### src/rtl/ir_prefetch_pkg.sv
// Shared CPU constants and the IR load-source encoding used by ir_prefetch.
package cpu_pkg;

  localparam int CPU_DATA_W = 8;
  localparam int CPU_OPC_W  = 4;
  localparam int IR_DEPTH   = 4;

  // Where the instruction register takes its next word from on a load.
  typedef enum logic [1:0] {
    SRC_NONE   = 2'd0,
    SRC_FIFO   = 2'd1,
    SRC_BYPASS = 2'd2
  } ir_src_e;

  function automatic int cnt_width(input int depth);
    return $clog2(depth + 1);
  endfunction

endpackage

### src/rtl/ir_prefetch_if.sv
// Fetch-side handshake and decoder-side outputs of the instruction prefetcher.
import cpu_pkg::*;

interface ir_prefetch_if #(
  parameter int DATA_W = CPU_DATA_W,
  parameter int OPC_W  = CPU_OPC_W,
  parameter int DEPTH  = IR_DEPTH
);
  localparam int CNT_W = cnt_width(DEPTH);

  logic [DATA_W-1:0]       DATA_IN;
  logic                    IN_VALID;
  logic                    IN_READY;
  logic                    ADVANCE;
  logic                    FLUSH;
  logic [DATA_W-1:0]       DATA_OUT;
  logic [OPC_W-1:0]        OPCODE;
  logic [DATA_W-OPC_W-1:0] OPERAND;
  logic                    IR_VALID;
  logic [CNT_W-1:0]        COUNT;

  modport master (
    output DATA_IN, IN_VALID, ADVANCE, FLUSH,
    input  IN_READY, DATA_OUT, OPCODE, OPERAND, IR_VALID, COUNT
  );

  modport slave (
    input  DATA_IN, IN_VALID, ADVANCE, FLUSH,
    output IN_READY, DATA_OUT, OPCODE, OPERAND, IR_VALID, COUNT
  );

endinterface

### src/rtl/ir_prefetch_sync_fifo.sv
// Synchronous FIFO with occupancy counter and a clear input; full/empty come from the count.
import cpu_pkg::*;

module sync_fifo #(
  parameter int DATA_W = CPU_DATA_W,
  parameter int DEPTH  = IR_DEPTH,
  localparam int PTR_W = $clog2(DEPTH),
  localparam int CNT_W = cnt_width(DEPTH)
) (
  input  logic              clk,
  input  logic              rst_n,
  input  logic              clear,
  input  logic              push,
  input  logic              pop,
  input  logic [DATA_W-1:0] wr_data,
  output logic [DATA_W-1:0] rd_data,
  output logic [CNT_W-1:0]  count,
  output logic              full,
  output logic              empty
);

  localparam logic [CNT_W-1:0] FULL_CNT = CNT_W'(DEPTH);

  logic [DATA_W-1:0] mem [DEPTH];
  logic [PTR_W-1:0]  wr_ptr;
  logic [PTR_W-1:0]  rd_ptr;
  logic [CNT_W-1:0]  count_q;
  logic              push_ok;
  logic              pop_ok;

  assign full    = (count_q == FULL_CNT);
  assign empty   = (count_q == '0);
  assign push_ok = push && !full;
  assign pop_ok  = pop && !empty;
  assign rd_data = mem[rd_ptr];
  assign count   = count_q;

  // Storage write; contents need no reset because the count gates every read.
  always_ff @(posedge clk) begin
    if (push_ok && !clear) begin
      mem[wr_ptr] <= wr_data;
    end
  end

  // Pointers wrap naturally at the power-of-two depth; count tracks occupancy.
  always_ff @(posedge clk) begin
    if (!rst_n || clear) begin
      wr_ptr  <= '0;
      rd_ptr  <= '0;
      count_q <= '0;
    end else begin
      if (push_ok) wr_ptr <= wr_ptr + 1'b1;
      if (pop_ok)  rd_ptr <= rd_ptr + 1'b1;
      case ({push_ok, pop_ok})
        2'b10:   count_q <= count_q + 1'b1;
        2'b01:   count_q <= count_q - 1'b1;
        default: count_q <= count_q;
      endcase
    end
  end

endmodule

### src/rtl/ir_prefetch.sv
// Instruction register fed by a prefetch FIFO, with an empty-queue bypass and branch flush.
import cpu_pkg::*;

module ir_prefetch #(
  parameter int DATA_W = CPU_DATA_W,
  parameter int OPC_W  = CPU_OPC_W,
  parameter int DEPTH  = IR_DEPTH
) (
  input logic           clk,
  input logic           REST_N,
  ir_prefetch_if.slave  bus
);

  localparam int CNT_W = cnt_width(DEPTH);

  logic [DATA_W-1:0] ir_q;
  logic              ir_valid_q;
  logic [DATA_W-1:0] fifo_rd_data;
  logic [CNT_W-1:0]  fifo_count;
  logic              fifo_full;
  logic              fifo_empty;
  logic              fifo_push;
  logic              fifo_pop;
  logic              in_ready;
  logic              accept;
  logic              load;
  ir_src_e           src;

  // Ready depends only on the registered count, so ADVANCE never reaches IN_READY.
  assign in_ready = !fifo_full;
  assign accept   = bus.IN_VALID && in_ready;
  assign load     = !ir_valid_q || bus.ADVANCE;

  // Queued words always win over the incoming word so program order is kept.
  always_comb begin
    src = SRC_NONE;
    if (!fifo_empty) begin
      src = SRC_FIFO;
    end else if (accept) begin
      src = SRC_BYPASS;
    end
  end

  // A bypassed word skips the queue; anything accepted during a flush is dropped.
  assign fifo_pop  = load && (src == SRC_FIFO) && !bus.FLUSH;
  assign fifo_push = accept && !bus.FLUSH && !(load && (src == SRC_BYPASS));

  sync_fifo #(
    .DATA_W (DATA_W),
    .DEPTH  (DEPTH)
  ) u_fifo (
    .clk     (clk),
    .rst_n   (REST_N),
    .clear   (bus.FLUSH),
    .push    (fifo_push),
    .pop     (fifo_pop),
    .wr_data (bus.DATA_IN),
    .rd_data (fifo_rd_data),
    .count   (fifo_count),
    .full    (fifo_full),
    .empty   (fifo_empty)
  );

  // Instruction register: flush only invalidates, DATA_OUT keeps its last value.
  always_ff @(posedge clk) begin
    if (!REST_N) begin
      ir_q       <= '0;
      ir_valid_q <= 1'b0;
    end else if (bus.FLUSH) begin
      ir_valid_q <= 1'b0;
    end else if (load) begin
      case (src)
        SRC_FIFO: begin
          ir_q       <= fifo_rd_data;
          ir_valid_q <= 1'b1;
        end
        SRC_BYPASS: begin
          ir_q       <= bus.DATA_IN;
          ir_valid_q <= 1'b1;
        end
        default: ir_valid_q <= 1'b0;
      endcase
    end
  end

  assign bus.IN_READY = in_ready;
  assign bus.DATA_OUT = ir_q;
  assign bus.OPCODE   = ir_q[DATA_W-1 -: OPC_W];
  assign bus.OPERAND  = ir_q[DATA_W-OPC_W-1:0];
  assign bus.IR_VALID = ir_valid_q;
  assign bus.COUNT    = fifo_count;

endmodule
### src/flat_wrapper.sv
// flat-port wrapper written by rule: the top's interface ports become plain ports
module ir_prefetch_flat 
#(
  parameter int DATA_W = CPU_DATA_W,
  parameter int OPC_W  = CPU_OPC_W,
  parameter int DEPTH  = IR_DEPTH
)
  (clk, REST_N, bus_DATA_IN, bus_IN_VALID, bus_ADVANCE, bus_FLUSH, bus_IN_READY, bus_DATA_OUT, bus_OPCODE, bus_OPERAND, bus_IR_VALID, bus_COUNT);
  ir_prefetch_if #(.DATA_W(DATA_W), .OPC_W(OPC_W), .DEPTH(DEPTH)) bus_i ();
  input logic clk;
  input logic REST_N;
  input wire logic [$bits(bus_i.DATA_IN)-1:0] bus_DATA_IN;
  input wire logic [$bits(bus_i.IN_VALID)-1:0] bus_IN_VALID;
  input wire logic [$bits(bus_i.ADVANCE)-1:0] bus_ADVANCE;
  input wire logic [$bits(bus_i.FLUSH)-1:0] bus_FLUSH;
  output wire logic [$bits(bus_i.IN_READY)-1:0] bus_IN_READY;
  output wire logic [$bits(bus_i.DATA_OUT)-1:0] bus_DATA_OUT;
  output wire logic [$bits(bus_i.OPCODE)-1:0] bus_OPCODE;
  output wire logic [$bits(bus_i.OPERAND)-1:0] bus_OPERAND;
  output wire logic [$bits(bus_i.IR_VALID)-1:0] bus_IR_VALID;
  output wire logic [$bits(bus_i.COUNT)-1:0] bus_COUNT;
  assign bus_i.DATA_IN = bus_DATA_IN;
  assign bus_i.IN_VALID = bus_IN_VALID;
  assign bus_i.ADVANCE = bus_ADVANCE;
  assign bus_i.FLUSH = bus_FLUSH;
  assign bus_IN_READY = bus_i.IN_READY;
  assign bus_DATA_OUT = bus_i.DATA_OUT;
  assign bus_OPCODE = bus_i.OPCODE;
  assign bus_OPERAND = bus_i.OPERAND;
  assign bus_IR_VALID = bus_i.IR_VALID;
  assign bus_COUNT = bus_i.COUNT;
  ir_prefetch #(.DATA_W(DATA_W), .OPC_W(OPC_W), .DEPTH(DEPTH)) u_core (.clk(clk), .REST_N(REST_N), .bus(bus_i));
endmodule
### config.mk
export PLATFORM = sky130hd
export DESIGN_NAME = ir_prefetch_flat
export DESIGN_NICKNAME = d
export VERILOG_FILES = /design/src/rtl/ir_prefetch_pkg.sv /design/src/rtl/ir_prefetch_if.sv /design/src/rtl/ir_prefetch_sync_fifo.sv /design/src/rtl/ir_prefetch.sv /design/src/flat_wrapper.sv
export SDC_FILE = /design/constraint.sdc
export NUM_CORES = 1
export LEC_CHECK = 0
export BUFFER_PORTS_ARGS = -buffer_cell sky130_fd_sc_hd__buf_2
export CAP_MARGIN = 15
export CORE_AREA = 4 4 66 68
export DETAILED_ROUTE_END_ITERATION = 10
export DIE_AREA = 0 0 70 72
export PLACE_DENSITY = 0.87
export RECOVER_POWER = 50
export SLEW_MARGIN = 20
export SYNTH_ARGS = -nofsm -noshare
export SYNTH_HDL_FRONTEND = slang
export SYNTH_SLANG_ARGS = --single-unit
### constraint.sdc
create_clock -name clk -period 7 [get_ports clk]
set_input_delay 0.7 -clock clk [delete_from_list [all_inputs] [get_ports clk]]
set_output_delay 0.7 -clock clk [all_outputs]
set_load 0.01 [all_outputs]
# --- Yosys cells after proc, flatten, opt, wreduce, memory -nomap -nowiden ---
# Memory sizes are Yosys's and may differ from the RTL's. A register that Yosys moved wholly into a read port is not among the register bits.
# Cells that the tools add are included.
op_classes:
  eq_ne: 5
  n_addsub: 4
  bitwise: 2
  n_mux: 9
  n_reduce_logical: 23
op_table:
  columns: ["cell", "n"]
  rows:
  - ["8-bit one-hot mux with 2 select lines", 1]
  - ["1-bit logical AND", 9]
  - ["2-bit 2-to-1 mux", 4]
  - ["1-bit zero test", 6]
  - ["3-bit one-hot mux with 2 select lines", 1]
  - ["2-bit by 1-bit adder with 2-bit output, second input constant", 2]
  - ["2-bit by 1-bit equality test with 1-bit output, second input constant", 2]
  - ["2-bit equality test, second input constant", 2]
  - ["2-bit nonzero test", 2]
  - ["2-bit OR reduction", 2]
  - ["3-bit by 1-bit adder with 3-bit output, second input constant", 1]
  - ["3-bit equality test, second input constant", 1]
  - ["3-bit zero test", 1]
  - ["1-bit 2-to-1 mux", 3]
  - ["3-bit AND reduction", 1]
  - ["3-bit by 1-bit subtractor with 3-bit output, second input constant", 1]
  - ["1-bit logical OR", 2]
  - ["1-bit NOT", 2]
word_totals:
  mem_count: 1
  inputBits: 13
  word_cells: 49
  mem_bits_rw: 32
  out_inout_bits: 21
  reg_bits: 16
memory_table:
  columns: ["name", "words", "word_bits", "read_ports", "rd_ports_with_merged_regs", "wr", "line", "source"]
  rows:
  - ["u_core.u_fifo.mem", 4, 8, 1, 1, 1, "ir_prefetch_sync_fifo.sv:24", "logic [DATA_W-1:0] mem [DEPTH];"]

# --- Longest topological paths before layout ---
# Gate-level depths: netlist of the first run.
logic_depth:
  ltp_word: 13
  mapped_depth: 8
  mapped_depth_nobuf: 8

# --- Cells and area by module ---
# A second synthesis of the first run with hierarchy kept.
hier_totals:
  hier_cells: 157
  hier_area_um2: 2193.4
modules_own_cells:
  columns: ["module", "cells_each", "area_per_inst_um2", "n_inst", "seq_area_each_um2"]
  rows:
  - ["sync_fifo", 97, 1647.8, 1, 1141.1]
  - ["ir_prefetch", 60, 545.5, 1, 180.2]

# --- Worst setup path before layout of the first run ---
# OpenSTA, ideal clock, no wires.
synth_path:
  kind: "input-to-reg"
  startpoint: "in bus_ADVANCE"
  endpoint: "reg u_core.u_fifo.count_q[2] (netlist: u_core.u_fifo.count[2])"
  n_path_buf: 0
  required_time_ps: 6930
  setup_time_ps: 70
  setup_slack_ps: 4374
  path_stages: 8
  t_arrival_ps: 2555
  path_cell_list: "or3b_1 -> a21boi_2 -> nand2_1 -> ha_1 -> fa_1 -> xnor2_1 -> or3_1 -> a21oi_1"
synth_via:
  elab_chain_len: 7
  word_cells_on_any_way: 12
  classes_between: "eq/ne: 2; mux: 1; reduce/logical: 9"
synth_lines:
  columns: ["element", "line", "source"]
  rows:
  - ["start: declaration", "flat_wrapper.sv:14", "input wire logic [$bits(bus_i.ADVANCE)-1:0] bus_ADVANCE;"]
  - ["1-bit logical OR (*)", "ir_prefetch.sv:32", "assign load = !ir_valid_q || bus.ADVANCE;"]
  - ["1-bit logical AND", "ir_prefetch.sv:46", "assign fifo_push = accept && !bus.FLUSH && !(load && (src == SRC_BYPASS));"]
  - ["1-bit zero test", "ir_prefetch.sv:46", null]
  - ["1-bit logical AND", "ir_prefetch.sv:46", null]
  - ["1-bit logical AND", "ir_prefetch_sync_fifo.sv:33", "assign push_ok = push && !full;"]
  - ["2-bit by 1-bit equality test with 1-bit output or 2-bit equality test (tied branches)", "ir_prefetch_sync_fifo.sv:54", "case ({push_ok, pop_ok})"]
  - ["3-bit one-hot mux with 2 select lines or 2-bit nonzero test (tied branches)", null, null]
  - ["end signal: assignment", "ir_prefetch_sync_fifo.sv:55", "2'b10: count_q <= count_q + 1'b1;"]
  - ["end signal: assignment", "ir_prefetch_sync_fifo.sv:56", "2'b01: count_q <= count_q - 1'b1;"]
  - ["end signal: assignment", "ir_prefetch_sync_fifo.sv:57", "default: count_q <= count_q;"]
  - ["end: declaration", "ir_prefetch_sync_fifo.sv:27", "logic [CNT_W-1:0] count_q;"]
# Every way passes the cells marked *; elsewhere a longest branch is shown, timed or not.
# A chain may end at the register's enable or synchronous reset.

# --- Final worst setup path of the first run ---
# Ends and elaborated chain as after synthesis.

==> metrics.log, run 1 <==
INFO  metric timing.final.ws_setup = 4.050 ns
INFO  metric cts_max_level = 2
INFO  metric numPlacedInstances = 218
INFO  metric finalNonFillerCells = 226
INFO  metric fin_crit = 2.950 ns
INFO  metric drt_wl_total = 4234 um
INFO  metric fin_tns_setup = 0 ns
INFO  metric cts_root_buf = sky130_fd_sc_hd__clkbuf_8
INFO  metric final-seq-area = 1321 um2
INFO  metric hp-class = reg -> reg
INFO  metric post_drt_wl_per_cell = 18.73 um
INFO  metric worst_setup_hold_path_clk_slew = 0.09 ns
INFO  metric layout-drive-gt1-share = 0.1648
INFO  metric initialDrtViolationCount = 110
INFO  metric outcome = completed
INFO  metric p_leak = 0.0008114 uW
INFO  metric via_count_of_the_first_global_routing_pass = 1373
INFO  metric yosys_register_bits = 50
INFO  metric yosysUniqueCellTypes = 32
INFO  metric die-height = 72 um
INFO  metric timing_worst_slew_pin_value = 0.9471 ns
INFO  metric track_usage = 0.1776
INFO  metric routed_via_density = 5.982
INFO  metric initial_utilization = 0.5565
INFO  metric yosys-top-cells-area = sky130_fd_sc_hd__edfxtp_1 45%, sky130_fd_sc_hd__dfxtp_1 17%, sky130_fd_sc_hd__mux4_2 8.4%
INFO  metric critical_path_class = in -> reg
INFO  metric grt_setup_unrepaired = no
INFO  metric proportion_of_synthesized_chip_area_in_sequential_cells = 0.6157
INFO  metric p_per_area = 220.5 nW/um2
INFO  metric final_hold_viol_count = 0
INFO  metric synthesis.area_per_instance = 14.50 um2
INFO  metric netlist.area_leader.share = 0.4478
INFO  metric number_of_antenna_violations_at_the_first_check_in_global_routing = 0
INFO  metric maximum_number_of_pins_on_one_net_before_global_route_repair = 16
INFO  metric pwr_total = 517.9 uW
INFO  metric multiInputGateArea = 716.9 um2
INFO  metric irDropWorstVdd = 0.1182 mV
INFO  metric syn2layout_area_growth = 9.446%
INFO  metric synthesis.area = 2146 um2
INFO  metric synth_top_cells_by_count = 32 x sky130_fd_sc_hd__edfxtp_1, 18 x sky130_fd_sc_hd__dfxtp_1, 12 x sky130_fd_sc_hd__mux2i_1
INFO  metric asyncSetResetFlopFracSynth = 0
INFO  metric ios = 34
INFO  metric gp_congestion = 0.7929
INFO  metric critical_path_required = 7.24 ns
INFO  metric worstSetupEndpointType = register
INFO  metric finalNetCount = 194
INFO  metric final.hold.worst_slack = 0.4880 ns
INFO  metric final-setup-viol-count = 0
INFO  metric post_cts.resized_instances = 0
INFO  metric dr.pass1.iters = 4
INFO  metric overflow = 0
INFO  metric cts-root-to-sink-buffers = 2
INFO  metric clock_sink_count = 50
INFO  metric synth-edff-count = 32
INFO  metric maxSlewViolCount = 0
INFO  metric fp.dieArea = 5040 um2
INFO  metric antennaDiodeCount = 0
INFO  metric placementRows = 23
INFO  metric fillerInstances = 313
INFO  metric synth-main-ff-cell = sky130_fd_sc_hd__edfxtp_1
INFO  metric post_synth_inst_count = 148
INFO  metric drc = 0
INFO  metric tritoncts = built
INFO  metric synth_most_common_cell = sky130_fd_sc_hd__edfxtp_1
INFO  metric detailroute.via_count = 1352
INFO  metric maxCapViolCount = 0
INFO  metric critPathArrivalTime = 3.19 ns
INFO  metric core_area = 3856 um2
INFO  metric synth_fp_nets = 167
INFO  metric critical_path_peak_fanout = 7
INFO  metric numCtsBuffers = 5
INFO  metric global_route_wire_length_before_repair = 6789 um
INFO  metric fmaxAchievable = 0.3390 GHz
INFO  metric worst_clock_skew = 0.008567 ns
INFO  metric pre_cts_slack = 4.111 ns
INFO  metric max-slew-margin-rel = 0.3638
INFO  metric hpwlAfterDp = 2953 um
INFO  metric insertion_delay = 0.30 ns
INFO  metric cts_hold_fix_bufs = 0
INFO  metric count_of_warnings_emitted_by_yosys = 0
INFO  metric die_x = 70 um
INFO  metric cp-start-kind = primary input
INFO  metric portBuffers = 33
INFO  metric cts_post_setup_buffers_inserted = 0
INFO  metric final_worst_path_cycle_share = 0.4214
INFO  metric post-synth-top-area-cell = sky130_fd_sc_hd__edfxtp_1
INFO  metric postRouteAntennaNets = 0
==> layout by cell type (no fill, tap or decap), types with 2 or more instances in the layout <==
cell                        n
sky130_fd_sc_hd__a211oi_1   8
sky130_fd_sc_hd__a21oi_1    4
sky130_fd_sc_hd__ha_1       5
sky130_fd_sc_hd__dfxtp_1   18
sky130_fd_sc_hd__mux4_2     8
sky130_fd_sc_hd__nor2_1     3
sky130_fd_sc_hd__edfxtp_1  32
sky130_fd_sc_hd__nand2b_1   2
sky130_fd_sc_hd__clkbuf_8   5
sky130_fd_sc_hd__mux2i_1   12
sky130_fd_sc_hd__inv_1      4
sky130_fd_sc_hd__nor2b_1    2
sky130_fd_sc_hd__and3_1     4
sky130_fd_sc_hd__buf_2     12
sky130_fd_sc_hd__nand2_1    8
sky130_fd_sc_hd__nor3_1     3
sky130_fd_sc_hd__or4_1      2
sky130_fd_sc_hd__a31oi_1    8
sky130_fd_sc_hd__clkbuf_1  22
==> final timing paths <==
check        slack, ns                    start  cells past startpoint                     end
max               4.05              bus_ADVANCE                      9  u_core.u_fifo.count[2]
min               0.49  u_core.u_fifo.rd_ptr[1]                      2                register
max reg2reg       4.11   u_core.u_fifo.count[2]                      8  u_core.u_fifo.count[2]
min reg2reg       0.49  u_core.u_fifo.rd_ptr[1]                      2                register
==> where the power goes <==
group	switching (uW)	total [uW]	leakage [uW]	internal [uW]
Sequential	3.28	320	0.000434	317
Clock	93.2	164	0.0000413	70.3
Combinational	21.7	34.2	0.000336	12.5
Total	118	518	0.000811	400
==> registers in the layout, summed over array words and instances, names as in the netlist, named ones only <==
name                  flops
u_core.u_fifo.wr_ptr      2
u_core.u_fifo.count       3
u_core.bus.IR_VALID       1
u_core.u_fifo.rd_ptr      2
u_core.u_fifo.mem        32
u_core.bus.DATA_OUT       8
==> logic make-up (layout without fill, tap and decap cells) <==
kind of cell    count (synthesis)  in the layout  synth area share
compound gates                 23             23           0.07172
flops                          50             50            0.6157
mux                            20             20            0.1399
buf+inv                        18             46           0.04839
simple gates                   29             29           0.07755
xor+xnor                        2              2          0.008165
fa+ha+maj                       6              6           0.03848
==> per-layer routing <==
layer / vias to the layer above / share of wire / GRT usage
li1: 612 / - / -
met1: 682 / 0.40 / 0.1974
met4: 0 / 0.015 / 0.07660
met5: - / 0 / 0
met3: 8 / 0.069 / 0.05540
met2: 50 / 0.52 / 0.3158
==> cell type report <==
type	instances	area share
clock inverter	2	0.005860
clock buffer	6	0.03090
inverter	4	0.006393
timing repair buffer	34	0.06233
multi-input combinational	80	0.3053
tap	50	0.02664
sequential	50	0.5626
==> stage by stage <==
step	utilization	cell area (um2)
detailed placement	0.5944	2292
finish	0.6090	2349
CTS	0.6168	2379
floorplan	-	2146
global placement	0.5944	2292
global route	0.6090	2349
==> worst max-delay path: stages <==
cell                       delay (ns)
sky130_fd_sc_hd__clkbuf_1        0.10
sky130_fd_sc_hd__or3b_1          0.35
sky130_fd_sc_hd__a21boi_0        0.64
sky130_fd_sc_hd__nand2_1         0.13
sky130_fd_sc_hd__ha_1            0.27
sky130_fd_sc_hd__fa_1            0.38
sky130_fd_sc_hd__xnor2_1         0.15
sky130_fd_sc_hd__or3_1           0.31
sky130_fd_sc_hd__a21oi_1         0.14
Power figures use the tool's default switching activity.
==> inputs of run 2 (changes only) <==
- CORE_AREA: 4 4 66 68 -> 4 4 68 70
- DIE_AREA: 0 0 70 72 -> 0 0 72 74
- PLACE_DENSITY: 0.87 -> 0.83
- clock period: 7 -> 2.87 ns (I/O delays scaled with it)
==> run 2 against run 1 <==
  * Sequential cell count did not move
  * Core utilization decreased by 1.2 points
  * Global-route usage fell by 0.61 points
  * Register-to-register slack got worse by 3.8 ns
  * Setup slack worse by 3.7 ns
  * Die area rose by 5.7%
  * Final cell count did not move
  * Critical path type is now reg -> reg
  * Largest cell class unchanged
  * Largest power group unchanged
==> metrics.log, run 2 (synthesis gave the netlist of run 1 again) <==
INFO  metric drc = 0
INFO  metric flip_flop_count_of_the_largest_register_after_layout = 32
INFO  metric initial_utilization = 0.5403
INFO  metric critical_path_required = 3.10 ns
INFO  metric tritoncts = built
INFO  metric cts-root-to-sink-buffers = 2
INFO  metric dr.pass1.iters = 4
INFO  metric cts_post_setup_buffers_inserted = 0
INFO  metric fin_tns_setup = 0 ns
INFO  metric p_leak = 0.0007999 uW
INFO  metric placementRows = 23
INFO  metric critPathArrivalTime = 2.77 ns
INFO  metric via_count_of_the_first_global_routing_pass = 1333
INFO  metric timing.final.ws_setup = 0.3286 ns
INFO  metric drt_wl_total = 4047 um
INFO  metric hp-class = in -> reg
INFO  metric final_hold_viol_count = 0
INFO  metric maxSlewViolCount = 0
INFO  metric routed_via_density = 5.819
INFO  metric timing_worst_slew_pin_value = 0.8023 ns
INFO  metric reg2reg_from = u_core.u_fifo.count[2]
INFO  metric hpwlAfterDp = 2941 um
INFO  metric maxCapViolCount = 0
INFO  metric die-height = 74 um
INFO  metric pre_cts_slack = 0.3480 ns
INFO  metric worst_setup_path_startpoint = u_core.u_fifo.count[2]
INFO  metric reg2reg_depth = 8
INFO  metric ios = 34
INFO  metric fmaxAchievable = 0.3935 GHz
INFO  metric global_route_wire_length_before_repair = 6755 um
INFO  metric fin_crit = 2.541 ns
INFO  metric grt_setup_unrepaired = no
INFO  metric maximum_number_of_pins_on_one_net_before_global_route_repair = 16
INFO  metric insertion_delay = 0.30 ns
INFO  metric die_x = 72 um
INFO  metric reg2reg_slack = 0.33 ns
INFO  metric clock_sink_count = 50
INFO  metric max-slew-margin-rel = 0.4610
INFO  metric final_worst_path_cycle_share = 0.8855
INFO  metric final-setup-viol-count = 0
INFO  metric post_drt_wl_per_cell = 17.91 um
INFO  metric final.hold.worst_slack = 0.2889 ns
INFO  metric outcome = completed
INFO  metric irDropWorstVdd = 0.3107 mV
INFO  metric max_flop_register = u_core.u_fifo.mem
INFO  metric cts_hold_fix_bufs = 0
INFO  metric finalNetCount = 194
INFO  metric worstSetupEndpointType = register
INFO  metric critPathCapture = u_core.u_fifo.count[2]
INFO  metric p_per_area = 565.6 nW/um2
INFO  metric track_usage = 0.1715
INFO  metric worst_clock_skew = 0.01183 ns
INFO  metric fp.dieArea = 5328 um2
INFO  metric cts_max_level = 2
INFO  metric antennaDiodeCount = 0
INFO  metric critical_path_class = reg -> reg
INFO  metric number_of_antenna_violations_at_the_first_check_in_global_routing = 0
INFO  metric cp-start-kind = register
INFO  metric postRouteAntennaNets = 0
INFO  metric portBuffers = 33
INFO  metric gp_congestion = 0.8429
INFO  metric overflow = 0
INFO  metric final_cell_area = 2370 um2
INFO  metric rr_endpoint = u_core.u_fifo.count[2]
INFO  metric standard_cell_area_after_detailed_placement = 2292 um2
INFO  metric initialDrtViolationCount = 86
INFO  metric cts_root_buf = sky130_fd_sc_hd__clkbuf_8
INFO  metric worst_setup_hold_path_clk_slew = 0.09 ns
INFO  metric mostFrequentLayoutCell = sky130_fd_sc_hd__edfxtp_1
INFO  metric highest_count_cells_in_the_layout_ignoring_fill_and_taps = 32 x sky130_fd_sc_hd__edfxtp_1, 27 x sky130_fd_sc_hd__clkbuf_1, 18 x sky130_fd_sc_hd__dfxtp_1, 12 x sky130_fd_sc_hd__mux2i_1
INFO  metric core_area = 3971 um2
INFO  metric syn2layout_area_growth = 10.44%
INFO  metric detailroute.via_count = 1315
INFO  metric critical_path_peak_fanout = 9
INFO  metric numCtsBuffers = 5
INFO  metric post_cts.resized_instances = 0
INFO  metric layout-drive-gt1-share = 0.1477
==> run 2: cell count changes in the layout (fill, tap and decap cells not counted), sizes merged <==
cell,before,now
clkbuf,27,32
clkinv,1,0
bufinv,0,1
buf,13,8
==> run 2: worst min-delay path by stage <==
| stage | from | to | depth (start not counted) |
|---|---|---|---|
| floorplan | bus_DATA_IN[0] | u_core.u_fifo.mem[0][0] | 0 |
| global placement | u_core.u_fifo.rd_ptr[1] | u_core.u_fifo.rd_ptr[1] | 2 |
| detailed placement | u_core.u_fifo.rd_ptr[1] | register | 2 |
| CTS | bus_DATA_IN[5] | u_core.u_fifo.mem[2][5] | 1 |
| global route | bus_DATA_IN[2] | u_core.u_fifo.mem[0][2] | 1 |
| finish | bus_DATA_IN[5] | u_core.u_fifo.mem[2][5] | 1 |
==> run 2: cell type report <==
type / instances / area [um2]
clock buffers: 6 / 72.57
clock inverters: 2 / 37.54
fillers: 321 / 1602
inverters: 4 / 15.01
multi-input cells: 80 / 720.7
flip-flops and latches: 50 / 1321
well taps: 50 / 62.56
repair buffers: 34 / 140.1
==> run 2: where the power goes <==
group	switching, uW	internal [uW]	total, uW	leakage (uW)
clock network	218	260	478	0.0000514
registers	7.40	773	780	0.000434
logic	52.2	29.7	82.0	0.000314
==> run 2: metal layers <==
metal / routed length [um] / track usage / vias to the layer above
met4: 29 / 0.04384 / 0
li1: - / - / 617
met5: 0 / 0 / -
met3: 315 / 0.05270 / 4
met1: 1678 / 0.2115 / 646
met2: 2024 / 0.2969 / 48
==> run 2: metrics by stage <==
| step | cells | utilization | power [uW] |
|---|---|---|---|
| 3_3_place_gp | 218 | 0.5772 | 880.2 |
| 6_report | 226 | 0.5967 | 1340 |
| 2_1_floorplan | 148 | - | 853.7 |
| 3_5_place_dp | 218 | 0.5772 | 884.7 |
| 4_1_cts | 226 | 0.6049 | 1355 |
| 5_1_grt | 226 | 0.5967 | 1394 |
==> run 2: worst max-delay path, stage by stage, from the launching register on <==
cell and delay, ns:
sky130_fd_sc_hd__dfxtp_1 0.40, sky130_fd_sc_hd__or3b_1 0.42, sky130_fd_sc_hd__a21boi_2 0.32, sky130_fd_sc_hd__nand2_1 0.10, sky130_fd_sc_hd__ha_1 0.25, sky130_fd_sc_hd__fa_1 0.39, sky130_fd_sc_hd__xnor2_1 0.15, sky130_fd_sc_hd__or3_1 0.30
sky130_fd_sc_hd__a21oi_1 0.14
==> inputs of run 3 (changes only) <==
- BUFFER_PORTS_ARGS: -buffer_cell sky130_fd_sc_hd__buf_2 -> unset
- CORE_AREA: 4 4 68 70 -> 4 4 65 67
- DIE_AREA: 0 0 72 74 -> 0 0 69 71
- DONT_BUFFER_PORTS: unset -> 1
- PLACE_DENSITY: 0.83 -> 0.81
==> run 3 against run 2 <==
  * Critical path depth is the same
  * Critical path type unchanged
  * Final area decreased by 5.3%
  * Largest power group unchanged
  * Critical endpoint unchanged
  * Core utilization up 2.1 points
  * Combinational power shrank 41%
  * Register-to-register slack worse by 0.03 ns
  * Non-clock buffer count shrank 32
  * First-iteration DRC count shrank 58%
  * Largest cell class unchanged
  * Clock skew up 0.00067 ns
==> metrics.log, run 3 (synthesis gave the netlist of run 1 again) <==
INFO  metric reg2reg_depth = 8
INFO  metric tritoncts = built
INFO  metric ios = 34
INFO  metric cts_root_buf = sky130_fd_sc_hd__clkbuf_8
INFO  metric top_routing_layer_in_use = met4
INFO  metric cp-start-kind = register
INFO  metric worst_setup_hold_path_clk_slew = 0.10 ns
INFO  metric worst_path_dominant_cell_family = simple AND/OR/NAND/NOR gates
INFO  metric critPathArrivalTime = 2.82 ns
INFO  metric p_clk_frac = 0.357
INFO  metric wl_met3 = 335 um
INFO  metric post_drt_wl_per_cell = 19.93 um
INFO  metric post_cts.resized_instances = 0
INFO  metric final.hold.worst_slack = 0.06406 ns
INFO  metric worstSetupPathDepth = 8
INFO  metric overflow = 0
INFO  metric switchingPower = 284.1 uW
INFO  metric irDropWorstVdd = 0.3591 mV
INFO  metric maxSlewViolCount = 0
INFO  metric fin_tns_setup = 0 ns
INFO  metric fin_crit = 2.569 ns
INFO  metric maxCapViolCount = 0
INFO  metric p_per_area = 582.5 nW/um2
INFO  metric global_route_wire_length_before_repair = 6417 um
INFO  metric cts_post_setup_buffers_inserted = 0
INFO  metric finalNetCount = 162
INFO  metric worst-path-buf-inv = 0
INFO  metric critical_path_required = 3.12 ns
INFO  metric p_int = 1023 uW
INFO  metric final-setup-viol-count = 0
INFO  metric hpwlAfterDp = 2680 um
INFO  metric max_flop_register = u_core.u_fifo.mem
INFO  metric gp_congestion = 0.8456
INFO  metric final_worst_path_cycle_share = 0.8953
INFO  metric hp-class = in -> reg
INFO  metric core_area = 3633 um2
INFO  metric sequentialPowerShare = 0.606
INFO  metric worst_clock_skew = 0.01250 ns
INFO  metric maximum_number_of_pins_on_one_net_before_global_route_repair = 18
INFO  metric number_of_antenna_violations_at_the_first_check_in_global_routing = 0
INFO  metric met2_wirelength = 1945 um
INFO  metric mostFrequentLayoutCell = sky130_fd_sc_hd__edfxtp_1
INFO  metric timing.critical_path.slowest_cell_delay = 0.43 ns
INFO  metric die-height = 71 um
INFO  metric timing_worst_slew_pin_value = 0.5806 ns
INFO  metric clock_sink_count = 50
INFO  metric final-seq-area = 1321 um2
INFO  metric antennaDiodeCount = 0
INFO  metric drt_wl_total = 3826 um
INFO  metric worstSetupEndpointType = register
INFO  metric critical_path.cell_chain = or3b_1 -> a21boi_2 -> nand2_1 -> ha_1 -> fa_1 -> xnor2_1 -> or3_1 -> a21oi_1
INFO  metric fillerInstances = 290
INFO  metric final_hold_viol_count = 0
INFO  metric critical_path_peak_fanout = 9
INFO  metric portBuffers = 0
INFO  metric p_leak = 0.0007507 uW
INFO  metric flip_flop_count_of_the_largest_register_after_layout = 32
INFO  metric outcome = completed
INFO  metric cts_max_level = 2
INFO  metric routed_via_density = 6.250
INFO  metric fp.dieArea = 4899 um2
INFO  metric drc = 0
INFO  metric postRouteAntennaNets = 0
INFO  metric syn2layout_area_growth = 4.548%
INFO  metric hold_depth = 0
INFO  metric initialDrtViolationCount = 36
INFO  metric comb_power_share = 0.037
INFO  metric cpMaxStageDelayCell = sky130_fd_sc_hd__or3b_1
INFO  metric fmaxAchievable = 0.3892 GHz
INFO  metric insertion_delay = 0.31 ns
INFO  metric numCtsBuffers = 5
INFO  metric initial_utilization = 0.5906
INFO  metric detailroute.via_count = 1200
INFO  metric grt_setup_unrepaired = no
INFO  metric multiInputGateArea = 720.7 um2
INFO  metric power_switching_share = 0.2174
INFO  metric die_x = 69 um
INFO  metric via_count_of_the_first_global_routing_pass = 1277
INFO  metric max-slew-margin-rel = 0.6124
INFO  metric track_usage = 0.1726
INFO  metric critical_path_class = reg -> reg
INFO  metric met1Wirelength = 1489 um
INFO  metric cts-root-to-sink-buffers = 2
INFO  metric cts_hold_fix_bufs = 0
INFO  metric highest_count_cells_in_the_layout_ignoring_fill_and_taps = 32 x sky130_fd_sc_hd__edfxtp_1, 18 x sky130_fd_sc_hd__dfxtp_1, 12 x sky130_fd_sc_hd__mux2i_1
INFO  metric placementRows = 22
INFO  metric layout-drive-gt1-share = 0.1458
INFO  metric dr.pass1.iters = 4
==> run 3: metal layers <==
metal / global-route usage / vias up
li1: - / 551
met1: 0.2071 / 592
met2: 0.2786 / 52
met3: 0.06250 / 5
met4: 0.08026 / 0
met5: 0 / -
==> run 3: metrics by stage <==
step / power (uW) / worst slack, ns / area, um2 / util / instances
floorplan: 853.7 / 0.5229 / 2146 / - / 148
global placement: 854.1 / 0.4524 / 2132 / 0.5868 / 184
detailed placement: 856.5 / 0.3419 / 2132 / 0.5868 / 184
CTS: 1323 / 0.3124 / 2243 / 0.6174 / 192
global route: 1358 / 0.2062 / 2243 / 0.6174 / 192
finish: 1307 / 0.3005 / 2243 / 0.6174 / 192
==> run 3: path summary, 6_finish.rpt <==
check                                 end                     from  slack, ns
setup / recovery   u_core.u_fifo.count[2]   u_core.u_fifo.count[2]       0.30
hold / removal    u_core.u_fifo.mem[3][5]           bus_DATA_IN[5]       0.06
setup reg to reg   u_core.u_fifo.count[2]   u_core.u_fifo.count[2]       0.30
hold reg to reg   u_core.u_fifo.rd_ptr[1]  u_core.u_fifo.rd_ptr[1]       0.49
==> run 3: worst reg2reg max path: cells and delay by family, from the launching register on <==
family / cells / cell delay (ns)
AOI/OAI and AO/OA: 2 / 0.47
xor gates and xnor gates: 1 / 0.15
adders and majority gates: 2 / 0.64
DFF: 1 / 0.42
and+or+nand+nor: 3 / 0.83
==> run 3: cell type report <==
type / instances / area share
multi-input combinational: 80 / 0.3212
inverter: 4 / 0.006693
clock buffer: 6 / 0.04183
sequential: 50 / 0.5890
tap: 48 / 0.02677
clock inverter: 2 / 0.007808
timing repair buffer: 2 / 0.006693
==> run 3: power groups by stage <==
stage	clock network [uW]	logic, uW	registers (uW)
final	467	48.1	791
after floorplan	0	53.3	800
after detailed placement	0	47.7	809
after global placement	0	46.3	808
after global routing	511	53.4	794
after CTS	483	48.0	792
